File: src/rtl/tile_stream_serializer_if.sv
// Tile-in / beat-out bundle for tile_stream_serializer.
// The slave modport is the serializer; the master modport is the tile
// source plus the output writer (or a bench standing in for both).
// Handshake rules: a tile is offered by a rising edge of tile_valid_i and is
// captured only while tile_ready_o is high. A beat transfers on any clock
// edge where pix_valid_o & pix_ready_i. Once pix_valid_o is raised, it and
// the beat fields stay unchanged until that transfer happens.
interface tile_stream_serializer_if #(
  parameter int PIX_WIDTH           = 16,
  parameter int SIZE_OF_PRSC_OUTPUT = 6,
  parameter int PIX_PER_BEAT        = 2
);
  localparam int ROWS = SIZE_OF_PRSC_OUTPUT;
  localparam int COLS = 2 * SIZE_OF_PRSC_OUTPUT;
  localparam int RW   = (ROWS > 1) ? $clog2(ROWS) : 1;
  localparam int CW   = (COLS > 1) ? $clog2(COLS) : 1;

  logic                              tile_valid_i;
  logic [ROWS*COLS*PIX_WIDTH-1:0]    tile_data_i;
  logic                              tile_ready_o;
  logic                              pix_valid_o;
  logic [PIX_PER_BEAT*PIX_WIDTH-1:0] pix_data_o;
  logic [RW-1:0]                     pix_row_o;
  logic [CW-1:0]                     pix_col_o;
  logic                              pix_last_o;
  logic                              pix_ready_i;

  modport slave (
    input  tile_valid_i, tile_data_i, pix_ready_i,
    output tile_ready_o, pix_valid_o, pix_data_o, pix_row_o, pix_col_o, pix_last_o
  );

  modport master (
    output tile_valid_i, tile_data_i, pix_ready_i,
    input  tile_ready_o, pix_valid_o, pix_data_o, pix_row_o, pix_col_o, pix_last_o
  );
endinterface

File: src/rtl/tile_stream_serializer.sv
// Captures complete tiles into a two-slot ping-pong buffer and streams each
// tile out in raster order, PIX_PER_BEAT pixels per beat.
// Beat outputs are registered; the slot-to-beat mux is the only logic on the
// pixel path.
module tile_stream_serializer #(
  parameter int PIX_WIDTH           = 16,
  parameter int SIZE_OF_PRSC_OUTPUT = 6,
  parameter int PIX_PER_BEAT        = 2
) (
  input  logic                        clk_i,
  input  logic                        rst_i,
  tile_stream_serializer_if.slave     bus,
  output logic                        overflow_o,
  output logic [15:0]                 tile_count_o,
  output logic                        dbg_state_o
);
  localparam int ROWS   = SIZE_OF_PRSC_OUTPUT;
  localparam int COLS   = 2 * SIZE_OF_PRSC_OUTPUT;
  localparam int BPR    = COLS / PIX_PER_BEAT;
  localparam int BPT    = ROWS * BPR;
  localparam int TILE_W = ROWS * COLS * PIX_WIDTH;
  localparam int BEAT_W = PIX_PER_BEAT * PIX_WIDTH;
  localparam int RW     = (ROWS > 1) ? $clog2(ROWS) : 1;
  localparam int CW     = (COLS > 1) ? $clog2(COLS) : 1;
  localparam int BW     = (BPT > 1) ? $clog2(BPT) : 1;

  generate
    if ((COLS % PIX_PER_BEAT) != 0) begin : g_bad_ppb
      $error("PIX_PER_BEAT must divide 2*SIZE_OF_PRSC_OUTPUT");
    end
  endgenerate

  typedef enum logic {
    S_IDLE   = 1'b0,
    S_STREAM = 1'b1
  } state_t;

  state_t              r_state;
  state_t              w_state_nxt;

  logic                r_tile_valid_d;
  logic [1:0]          r_full;
  logic                r_wr_sel;
  logic                r_rd_sel;
  logic [TILE_W-1:0]   r_slot [2];

  logic [BW-1:0]       r_beat;
  logic [RW-1:0]       r_row;
  logic [CW-1:0]       r_col;
  logic [BEAT_W-1:0]   r_pix_data;
  logic                r_pix_valid;
  logic                r_pix_last;
  logic                r_overflow;
  logic [15:0]         r_tile_count;

  logic                w_cap;
  logic                w_store;
  logic                w_drop;
  logic                w_hs;
  logic                w_col_wrap;
  logic [CW-1:0]       w_next_col;
  logic [RW-1:0]       w_next_row;
  logic                w_load;
  logic                w_load_sel;
  logic [BW-1:0]       w_load_beat;
  logic [RW-1:0]       w_load_row;
  logic [CW-1:0]       w_load_col;
  logic                w_release;
  logic                w_clear;
  logic [TILE_W-1:0]   w_slot_q;
  logic [BEAT_W-1:0]   w_beat_data;

  // A tile is one rising edge of the valid level; it is stored only if a
  // slot was already free at the start of the cycle.
  assign w_cap   = bus.tile_valid_i & ~r_tile_valid_d;
  assign w_store = w_cap & ~(&r_full);
  assign w_drop  = w_cap & (&r_full);
  assign w_hs    = r_pix_valid & bus.pix_ready_i;

  // Raster position of the beat after the one currently presented.
  assign w_col_wrap = (r_col == CW'(COLS - PIX_PER_BEAT));
  assign w_next_col = w_col_wrap ? '0 : r_col + CW'(PIX_PER_BEAT);
  assign w_next_row = w_col_wrap ? r_row + RW'(1) : r_row;

  // Beat b of a tile is a contiguous slice because lanes are adjacent columns.
  assign w_slot_q    = r_slot[w_load_sel];
  assign w_beat_data = w_slot_q[int'(w_load_beat)*BEAT_W +: BEAT_W];

  // Readout state register.
  always_ff @(posedge clk_i or negedge rst_i) begin
    if (!rst_i) r_state <= S_IDLE;
    else        r_state <= w_state_nxt;
  end

  // Readout next state: choose which beat (if any) to load into the outputs.
  always_comb begin
    w_state_nxt = r_state;
    w_load      = 1'b0;
    w_load_sel  = r_rd_sel;
    w_load_beat = '0;
    w_load_row  = '0;
    w_load_col  = '0;
    w_release   = 1'b0;
    w_clear     = 1'b0;
    case (r_state)
      S_IDLE: begin
        if (r_full[r_rd_sel]) begin
          w_state_nxt = S_STREAM;
          w_load      = 1'b1;
        end
      end
      S_STREAM: begin
        if (w_hs) begin
          if (r_pix_last) begin
            w_release = 1'b1;
            if (r_full[~r_rd_sel]) begin
              // Next tile already waiting: its beat 0 follows with no bubble.
              w_load     = 1'b1;
              w_load_sel = ~r_rd_sel;
            end else begin
              w_state_nxt = S_IDLE;
              w_clear     = 1'b1;
            end
          end else begin
            w_load      = 1'b1;
            w_load_beat = r_beat + BW'(1);
            w_load_row  = w_next_row;
            w_load_col  = w_next_col;
          end
        end
      end
      default: w_state_nxt = S_IDLE;
    endcase
  end

  // Edge detect, slot occupancy, selectors and status counters.
  always_ff @(posedge clk_i or negedge rst_i) begin
    if (!rst_i) begin
      r_tile_valid_d <= 1'b0;
      r_full         <= 2'b00;
      r_wr_sel       <= 1'b0;
      r_rd_sel       <= 1'b0;
      r_overflow     <= 1'b0;
      r_tile_count   <= '0;
    end else begin
      r_tile_valid_d <= bus.tile_valid_i;
      // Release and capture never touch the same slot when both happen.
      if (w_release) begin
        r_full[r_rd_sel] <= 1'b0;
        r_rd_sel         <= ~r_rd_sel;
        r_tile_count     <= r_tile_count + 16'd1;
      end
      if (w_store) begin
        r_full[r_wr_sel] <= 1'b1;
        r_wr_sel         <= ~r_wr_sel;
      end
      if (w_drop) r_overflow <= 1'b1;
    end
  end

  // Tile storage; contents are only read while the slot is marked full.
  always_ff @(posedge clk_i) begin
    if (w_store) r_slot[r_wr_sel] <= bus.tile_data_i;
  end

  // Registered beat outputs, held while stalled.
  always_ff @(posedge clk_i or negedge rst_i) begin
    if (!rst_i) begin
      r_beat      <= '0;
      r_row       <= '0;
      r_col       <= '0;
      r_pix_data  <= '0;
      r_pix_valid <= 1'b0;
      r_pix_last  <= 1'b0;
    end else if (w_load) begin
      r_beat      <= w_load_beat;
      r_row       <= w_load_row;
      r_col       <= w_load_col;
      r_pix_data  <= w_beat_data;
      r_pix_valid <= 1'b1;
      r_pix_last  <= (w_load_beat == BW'(BPT - 1));
    end else if (w_clear) begin
      r_beat      <= '0;
      r_row       <= '0;
      r_col       <= '0;
      r_pix_data  <= '0;
      r_pix_valid <= 1'b0;
      r_pix_last  <= 1'b0;
    end
  end

  assign bus.tile_ready_o = ~(&r_full);
  assign bus.pix_valid_o  = r_pix_valid;
  assign bus.pix_data_o   = r_pix_data;
  assign bus.pix_row_o    = r_row;
  assign bus.pix_col_o    = r_col;
  assign bus.pix_last_o   = r_pix_last;
  assign overflow_o       = r_overflow;
  assign tile_count_o     = r_tile_count;
  assign dbg_state_o      = r_state;
endmodule

File: src/flat_wrapper.sv
// flat-port wrapper written by rule: the top's interface ports become plain ports
module tile_stream_serializer_flat 
#(
  parameter int PIX_WIDTH           = 16,
  parameter int SIZE_OF_PRSC_OUTPUT = 6,
  parameter int PIX_PER_BEAT        = 2
)
  (clk_i, rst_i, overflow_o, tile_count_o, dbg_state_o, bus_tile_valid_i, bus_tile_data_i, bus_pix_ready_i, bus_tile_ready_o, bus_pix_valid_o, bus_pix_data_o, bus_pix_row_o, bus_pix_col_o, bus_pix_last_o);
  tile_stream_serializer_if #(.PIX_WIDTH(PIX_WIDTH), .SIZE_OF_PRSC_OUTPUT(SIZE_OF_PRSC_OUTPUT), .PIX_PER_BEAT(PIX_PER_BEAT)) bus_i ();
  input  logic clk_i;
  input  logic rst_i;
  output logic overflow_o;
  output logic [15:0] tile_count_o;
  output logic dbg_state_o;
  input wire logic [$bits(bus_i.tile_valid_i)-1:0] bus_tile_valid_i;
  input wire logic [$bits(bus_i.tile_data_i)-1:0] bus_tile_data_i;
  input wire logic [$bits(bus_i.pix_ready_i)-1:0] bus_pix_ready_i;
  output wire logic [$bits(bus_i.tile_ready_o)-1:0] bus_tile_ready_o;
  output wire logic [$bits(bus_i.pix_valid_o)-1:0] bus_pix_valid_o;
  output wire logic [$bits(bus_i.pix_data_o)-1:0] bus_pix_data_o;
  output wire logic [$bits(bus_i.pix_row_o)-1:0] bus_pix_row_o;
  output wire logic [$bits(bus_i.pix_col_o)-1:0] bus_pix_col_o;
  output wire logic [$bits(bus_i.pix_last_o)-1:0] bus_pix_last_o;
  assign bus_i.tile_valid_i = bus_tile_valid_i;
  assign bus_i.tile_data_i = bus_tile_data_i;
  assign bus_i.pix_ready_i = bus_pix_ready_i;
  assign bus_tile_ready_o = bus_i.tile_ready_o;
  assign bus_pix_valid_o = bus_i.pix_valid_o;
  assign bus_pix_data_o = bus_i.pix_data_o;
  assign bus_pix_row_o = bus_i.pix_row_o;
  assign bus_pix_col_o = bus_i.pix_col_o;
  assign bus_pix_last_o = bus_i.pix_last_o;
  tile_stream_serializer #(.PIX_WIDTH(PIX_WIDTH), .SIZE_OF_PRSC_OUTPUT(SIZE_OF_PRSC_OUTPUT), .PIX_PER_BEAT(PIX_PER_BEAT)) u_core (.clk_i(clk_i), .rst_i(rst_i), .bus(bus_i), .overflow_o(overflow_o), .tile_count_o(tile_count_o), .dbg_state_o(dbg_state_o));
endmodule
File: config.mk
export PLATFORM = sky130hd
export DESIGN_NAME = tile_stream_serializer_flat
export DESIGN_NICKNAME = d
export VERILOG_FILES = /design/src/rtl/tile_stream_serializer_if.sv /design/src/rtl/tile_stream_serializer.sv /design/src/flat_wrapper.sv
export SDC_FILE = /design/constraint.sdc
export NUM_CORES = 2
export LEC_CHECK = 0
export BUFFER_PORTS_ARGS = -buffer_cell sky130_fd_sc_hd__buf_2
export CORE_AREA = 2 2 479 481
export CTS_CLUSTER_SIZE = 24
export DETAILED_ROUTE_END_ITERATION = 10
export DIE_AREA = 0 0 481 483
export SLEW_MARGIN = 5
export SYNTH_ARGS = -nofsm -noshare
export SYNTH_HDL_FRONTEND = slang
export SYNTH_SLANG_ARGS = --single-unit
File: constraint.sdc
create_clock -name clk_i -period 70.9 [get_ports clk_i]
set_input_delay 7.09 -clock clk_i [delete_from_list [all_inputs] [get_ports clk_i]]
set_output_delay 7.09 -clock clk_i [all_outputs]
set_load 0.005 [all_outputs]
# [Word level (Yosys, flattened, before mapping)]
# Memory sizes are Yosys's and may differ from the RTL's.
# Cells that the tools add are included.
[classes] n_addsub=4 magnitude_cmp=5 n_eq_ne=3 shifts=1 mux=52 bitwise_logic=12 n_reduce_logical=5
[op_table] op="1152-bit by 12-bit variable part select with 32-bit output" count=1
[op_table] op="32-bit two-way mux" count=2
[op_table] op="6-bit two-way mux" count=5
[op_table] op="1-bit two-way mux" count=27
[op_table] op="4-bit two-way mux" count=6
[op_table] op="3-bit two-way mux" count=6
[op_table] op="16-bit by 1-bit adder with 16-bit output (second input constant)" count=1
[op_table] op="6-bit by 1-bit adder with 6-bit output (second input constant)" count=1
[op_table] op="6-bit equality test (second input constant)" count=1
[op_table] op="1-bit by 2-bit < comparator with 1-bit output (second input constant)" count=3
[op_table] op="5-bit inequality test (second input constant)" count=1
[op_table] op="1-bit NOT" count=5
[op_table] op="4-bit by 2-bit adder with 4-bit output (second input constant)" count=1
[op_table] op="1-bit bitwise AND" count=4
[op_table] op="4-bit equality test (second input constant)" count=1
[op_table] op="2-bit two-way mux" count=2
[op_table] op="1-bit one-hot mux with 2 select lines" count=2
[op_table] op="2-bit AND reduction" count=2
[op_table] op="3-bit by 1-bit adder with 3-bit output (second input constant)" count=1
[op_table] op="2-bit bitwise AND" count=1
[op_table] op="1-bit demux with 1-bit select" count=2
[op_table] op="1-bit greater-or-equal comparator (second input constant)" count=2
[op_table] op="1-bit logical AND" count=2
[op_table] op="2-bit NOT" count=1
[op_table] op="other kinds (2)" count=2
[totals] ff_bits=70 ram_bits=2304 in_bits=1156 out_inout_bits=60 elab_cells=96 n_memories=1
[memory_table] memory="u_core.r_slot" depth=2 width=1152 rd=1 rd_ports_with_merged_regs=0 wr=1 line="tile_stream_serializer.sv:45" source="logic [TILE_W-1:0] r_slot [2];"

# [Logic depth before layout (Yosys ltp)]
# An unclocked memory read counts as a cell.
[depth] word_depth=10 depth_mapped=15 mapped_depth_nobuf=9

# [Least setup slack after synthesis]
# Ideal clock, no wire load.
[synth_path] path_type="input-to-reg" start="input port bus_tile_valid_i" end="memory u_core.r_slot[0][0] in the netlist's numbering, enable pin" setup_time_ns=2.702 arrival_time_ns=54.979 required_ns=68.198 setup_slack_ns=13.219 path_stages=3 n_path_buf=0 cell_sequence="nor2b_1 -> nand2_1 -> nor2_1"
[synth_via] elab_chain_cells=4
[synth_lines] item="start, declared" line="flat_wrapper.sv:15" source="input wire logic [$bits(bus_i.tile_valid_i)-1:0] bus_tile_valid_i;"
[synth_lines] item="1-bit bitwise AND" line="tile_stream_serializer.sv:75" source="assign w_cap = bus.tile_valid_i & ~r_tile_valid_d;"
[synth_lines] item="1-bit bitwise AND" line="tile_stream_serializer.sv:76" source="assign w_store = w_cap & ~(&r_full);"
[synth_lines] item="1-bit two-way mux" line="tile_stream_serializer.sv:163" source="if (w_store) r_slot[r_wr_sel] <= bus.tile_data_i;"
[synth_lines] item="1-bit two-way mux (not written as such)" line="tile_stream_serializer.sv:163"
[synth_lines] item="end, declared" line="tile_stream_serializer.sv:45"
# No other way between the ends.

# [Worst setup path in the final report]
[layout_path] start="input port bus_pix_ready_i" end="register u_core.r_pix_data[18], in the netlist u_core.bus.pix_data_o[18]"
[layout_via] elab_chain_cells=6 elab_cells_between_ends=13 cone_classes="shift (1); mux (9); bitwise (1); reduce/logical (1); memory (1)"
[layout_lines] item="start, declared" line="flat_wrapper.sv:17" source="input wire logic [$bits(bus_i.pix_ready_i)-1:0] bus_pix_ready_i;"
[layout_lines] item="1-bit bitwise AND *" line="tile_stream_serializer.sv:78" source="assign w_hs = r_pix_valid & bus.pix_ready_i;"
[layout_lines] item="1-bit two-way mux" line="tile_stream_serializer.sv:113" source="if (w_hs) begin"
[layout_lines] item="1-bit two-way mux" line="tile_stream_serializer.sv:105" source="case (r_state)"
[layout_lines] item="memory 2 x 1152 bit"
[layout_lines] item="1152-bit by 12-bit variable part select with 32-bit output" line="tile_stream_serializer.sv:87" source="assign w_beat_data = w_slot_q[int'(w_load_beat)*BEAT_W +: BEAT_W];"
[layout_lines] item="32-bit two-way mux" line="tile_stream_serializer.sv:175" source="end else if (w_load) begin"
[layout_lines] item="end signal, assigned" line="tile_stream_serializer.sv:179" source="r_pix_data <= w_beat_data;"
[layout_lines] item="end, declared" line="tile_stream_serializer.sv:50" source="logic [BEAT_W-1:0] r_pix_data;"
# Every way passes the cells marked *; elsewhere a longest branch is shown, timed or not.
# A chain may end at the register's enable or synchronous reset.

==> impl_metrics.tcl <==
set metrics [dict create \
    track_usage_pct 32.2 \
    antenna_found_initial 345 \
    vias 61763 \
    cp-start-kind "primary input" \
    multi_input_area_mm2 0.0198 \
    switchingPower_mw 1.17 \
    cp.arrival_ps 13920 \
    synthFlopType "edfxtp_1" \
    post_cts_resized 0 \
    drc 0 \
    async_flop_share_pct 2.91 \
    first_global_vias 58164 \
    post_cts_buffers 0 \
    cap_violations 1 \
    core-area_mm2 0.227 \
    fmax_ghz 0.0760 \
    p_leak_nw 38.0 \
    synthCells 5662 \
    dp_hpwl_mm 270 \
    swShare_pct 30.6 \
    ir_drop_uv 29.2 \
    seqCellArea_mm2 0.0709 \
    drt-pass1-iter-count 6 \
    design_area_mm2 0.111 \
    slew_headroom_pct -9.02 \
    outcome "complete, but fails checks" \
    synthDistinctLibCells 89 \
    pwr-share-clk_pct 35.1 \
    drv_slew 2 \
    yosysWarnings 0 \
    drive_above_1_share_pct 27.9 \
    crit_type "in -> reg" \
    synth-seq-cells 2373 \
    cts_buffer_depth 4 \
    root_buffer "clkbuf_16" \
    chipWidth_um 481 \
    grt_max_degree 153 \
    ys_seq_area_share_pct 76.8 \
    placed_cell_area_mm2 0.102 \
    grt_pass1_wl_mm 504 \
    instances_no_fill 10293 \
    fin_nets 8083 \
    whs_ps 489 \
    h-tree-depth 5 \
    finClkSkew_ps 77.9 \
    finalWirelength_mm 386 \
    violations "max-capacitance violations, max-slew violations" \
    avgSynthCellArea_um2 16.3 \
    die_h_um 483 \
    finalSetupViolCount 0 \
    worstSetupEndpointType "register" \
    holdBufCountCts 0 \
    period_needed_ps 13150 \
    powerDensity_mw_per_mm2 34.7 \
    rows 175 \
    tns_ps 0 \
    hold_viol 0 \
    hold_path_class "reg -> reg" \
    post-route-period-util_pct 18.5 \
    n_fill_cell 19427 \
    drtIter0Drc 9634 \
    syn_to_final_growth_pct 19.8 \
    cts.sinks 2373 \
    combPwrFrac_pct 19.8 \
    mostFrequentLayoutCells "2,304 x edfxtp_1, 1,213 x buf_2, 986 x nand2_1" \
    start_util_pct 40.7 \
    final_core_util_pct 48.8 \
    cts_made_buffers 274 \
    dp.cells 9655 \
    tightest_slew_ps 1620 \
    netlist_area_mm2 0.0924 \
    clk_pin_slew_ps 60 \
    p_int_mw 2.66 \
    dieArea_mm2 0.232 \
    cts_tree "done" \
    postRouteAntennaNets 0 \
    path_max_fanout 113 \
    globalRouteOverflowTotal 0 \
    crit_required_ps 71670 \
    synth_edf_count 2304 \
    ios 1216 \
    portBuffers 1214 \
    seqPwrFrac_pct 45.1 \
    synth_fp_nets 6822 \
    final_common_cell "edfxtp_1" \
    vias_per_cell 6.00 \
    avgRoutedWirePerCell_um 37.5 \
    rsz0062_at_grt "false" \
    place_congestion 0.890 \
    clk_latency_ps 960 \
]
[per-stage QoR]
| stage | worst slack [ps] | power (mW) |
|---|---|---|
| after detailed placement | 56760 | 2.52 |
| after global placement | 56860 | 2.51 |
| after global routing | 57370 | 3.93 |
| after CTS | 57740 | 3.85 |
| final | 57750 | 3.84 |
| after floorplan | 13220 | 2.29 |
[state kept, by name (all words and copies together) (netlist names)]
register                count
u_core.r_slot            2304
u_core.tile_count_o        16
u_core.r_wr_sel             1
u_core.bus.pix_data_o      32
u_core.r_rd_sel             1
u_core.bus.pix_col_o        3
u_core.r_tile_valid_d       1
u_core.bus.pix_valid_o      1
u_core.overflow_o           1
u_core.r_beat               6
u_core.bus.pix_row_o        3
u_core.dbg_state_o          1
u_core.r_full               2
u_core.bus.pix_last_o       1
[path summary, 6_finish.rpt]
kind                       slack, ps                   endpoint  cells after the start               startpoint
max in group asynchronous      63290           u_core.r_beat[0]                      2                    rst_i
min in group asynchronous       6210    u_core.bus.pix_col_o[2]                      1                    rst_i
min reg2reg                      490    u_core.tile_count_o[15]                      1  u_core.tile_count_o[15]
min                              490    u_core.tile_count_o[15]                      1  u_core.tile_count_o[15]
max                            57750  u_core.bus.pix_data_o[18]                     15          bus_pix_ready_i
max reg2reg                    63280  u_core.bus.pix_data_o[18]                     14       u_core.dbg_state_o
[layout make-up]
type	instances	area share, %
sequential	2373	64.1
multi-input combinational	2909	17.9
clock buffer	354	6.70
timing repair buffer	1360	6.62
tap	3009	3.40
clock inverter	112	0.852
antenna	171	0.387
inverter	5	0.0181
[synthesized netlist by cell type (7+ instances only)]
library cell,count,area [um^2]
and3_1,114,713
mux2i_1,185,1850
a31o_2,14,123
a31oi_1,161,1010
o211ai_1,40,300
xnor2_1,13,114
nand3_1,363,1820
nor3_1,20,100
nand2b_1,7,43.8
a221oi_1,47,412
edfxtp_1,2304,69200
buf_2,123,616
buf_4,35,263
o311a_1,9,90.1
a31o_1,10,87.6
dfrtp_1,69,1730
buf_6,23,259
a32oi_1,16,140
clkbuf_1,160,601
nand2_1,992,3720
a311oi_1,15,131
a22oi_1,28,210
buf_1,26,97.6
mux2_2,22,248
mux4_1,8,210
mux4_2,164,3690
or3_1,20,125
o221ai_1,12,105
o31ai_1,30,225
a211oi_1,57,428
o2111ai_1,42,368
nand4_1,23,144
nor2_1,76,285
xor2_1,9,78.8
a21oi_1,119,596
o22ai_1,31,194
o311ai_0,23,201
o21ai_0,112,561
a221o_1,11,110
[logic make-up after synthesis]
| logic type | count (synthesis) | synth area share [%] |
|---|---|---|
| adder cells (fa/ha/maj) | 4 | 0.0542 |
| other | 1 | 0.00406 |
| buffers and inverters | 380 | 2.15 |
| flip-flops | 2373 | 76.8 |
| AND/OR/NAND/NOR | 1645 | 7.82 |
| multiplexers | 379 | 6.50 |
| XOR/XNOR | 22 | 0.209 |
| AO/OA/AOI/OAI | 858 | 6.50 |
[layer usage]
metal | vias to the layer above | global-route usage [%] | wire (um)
li1 | 25054 | - | -
met1 | 31388 | 39.8 | 137000
met2 | 4121 | 50.6 | 181000
met3 | 1004 | 9.96 | 44800
met4 | 196 | 17.3 | 22900
met5 | - | 0 | 1260
[worst max-delay path, cell delays in order]
cell and delay (ps):
buf_2 180, and4_1 500, nand2_8 440, nand2_8 610, buf_12 570, buf_4 750, buf_4 760, buf_4 630
buf_4 650, nand2_1 120, a32o_1 270, o21ai_0 460, buf_4 210, a21oi_1 40, o41ai_1 240
[power by group through the flow]
stage | Combinational [mW] | Clock, mW | Sequential, mW
2_1_floorplan | 0.316 | 0 | 1.97
3_3_place_gp | 0.753 | 0 | 1.75
3_5_place_dp | 0.760 | 0 | 1.76
4_1_cts | 0.762 | 1.36 | 1.73
5_1_grt | 0.780 | 1.41 | 1.74
6_report | 0.761 | 1.35 | 1.73
Power figures use the tool's default switching activity.
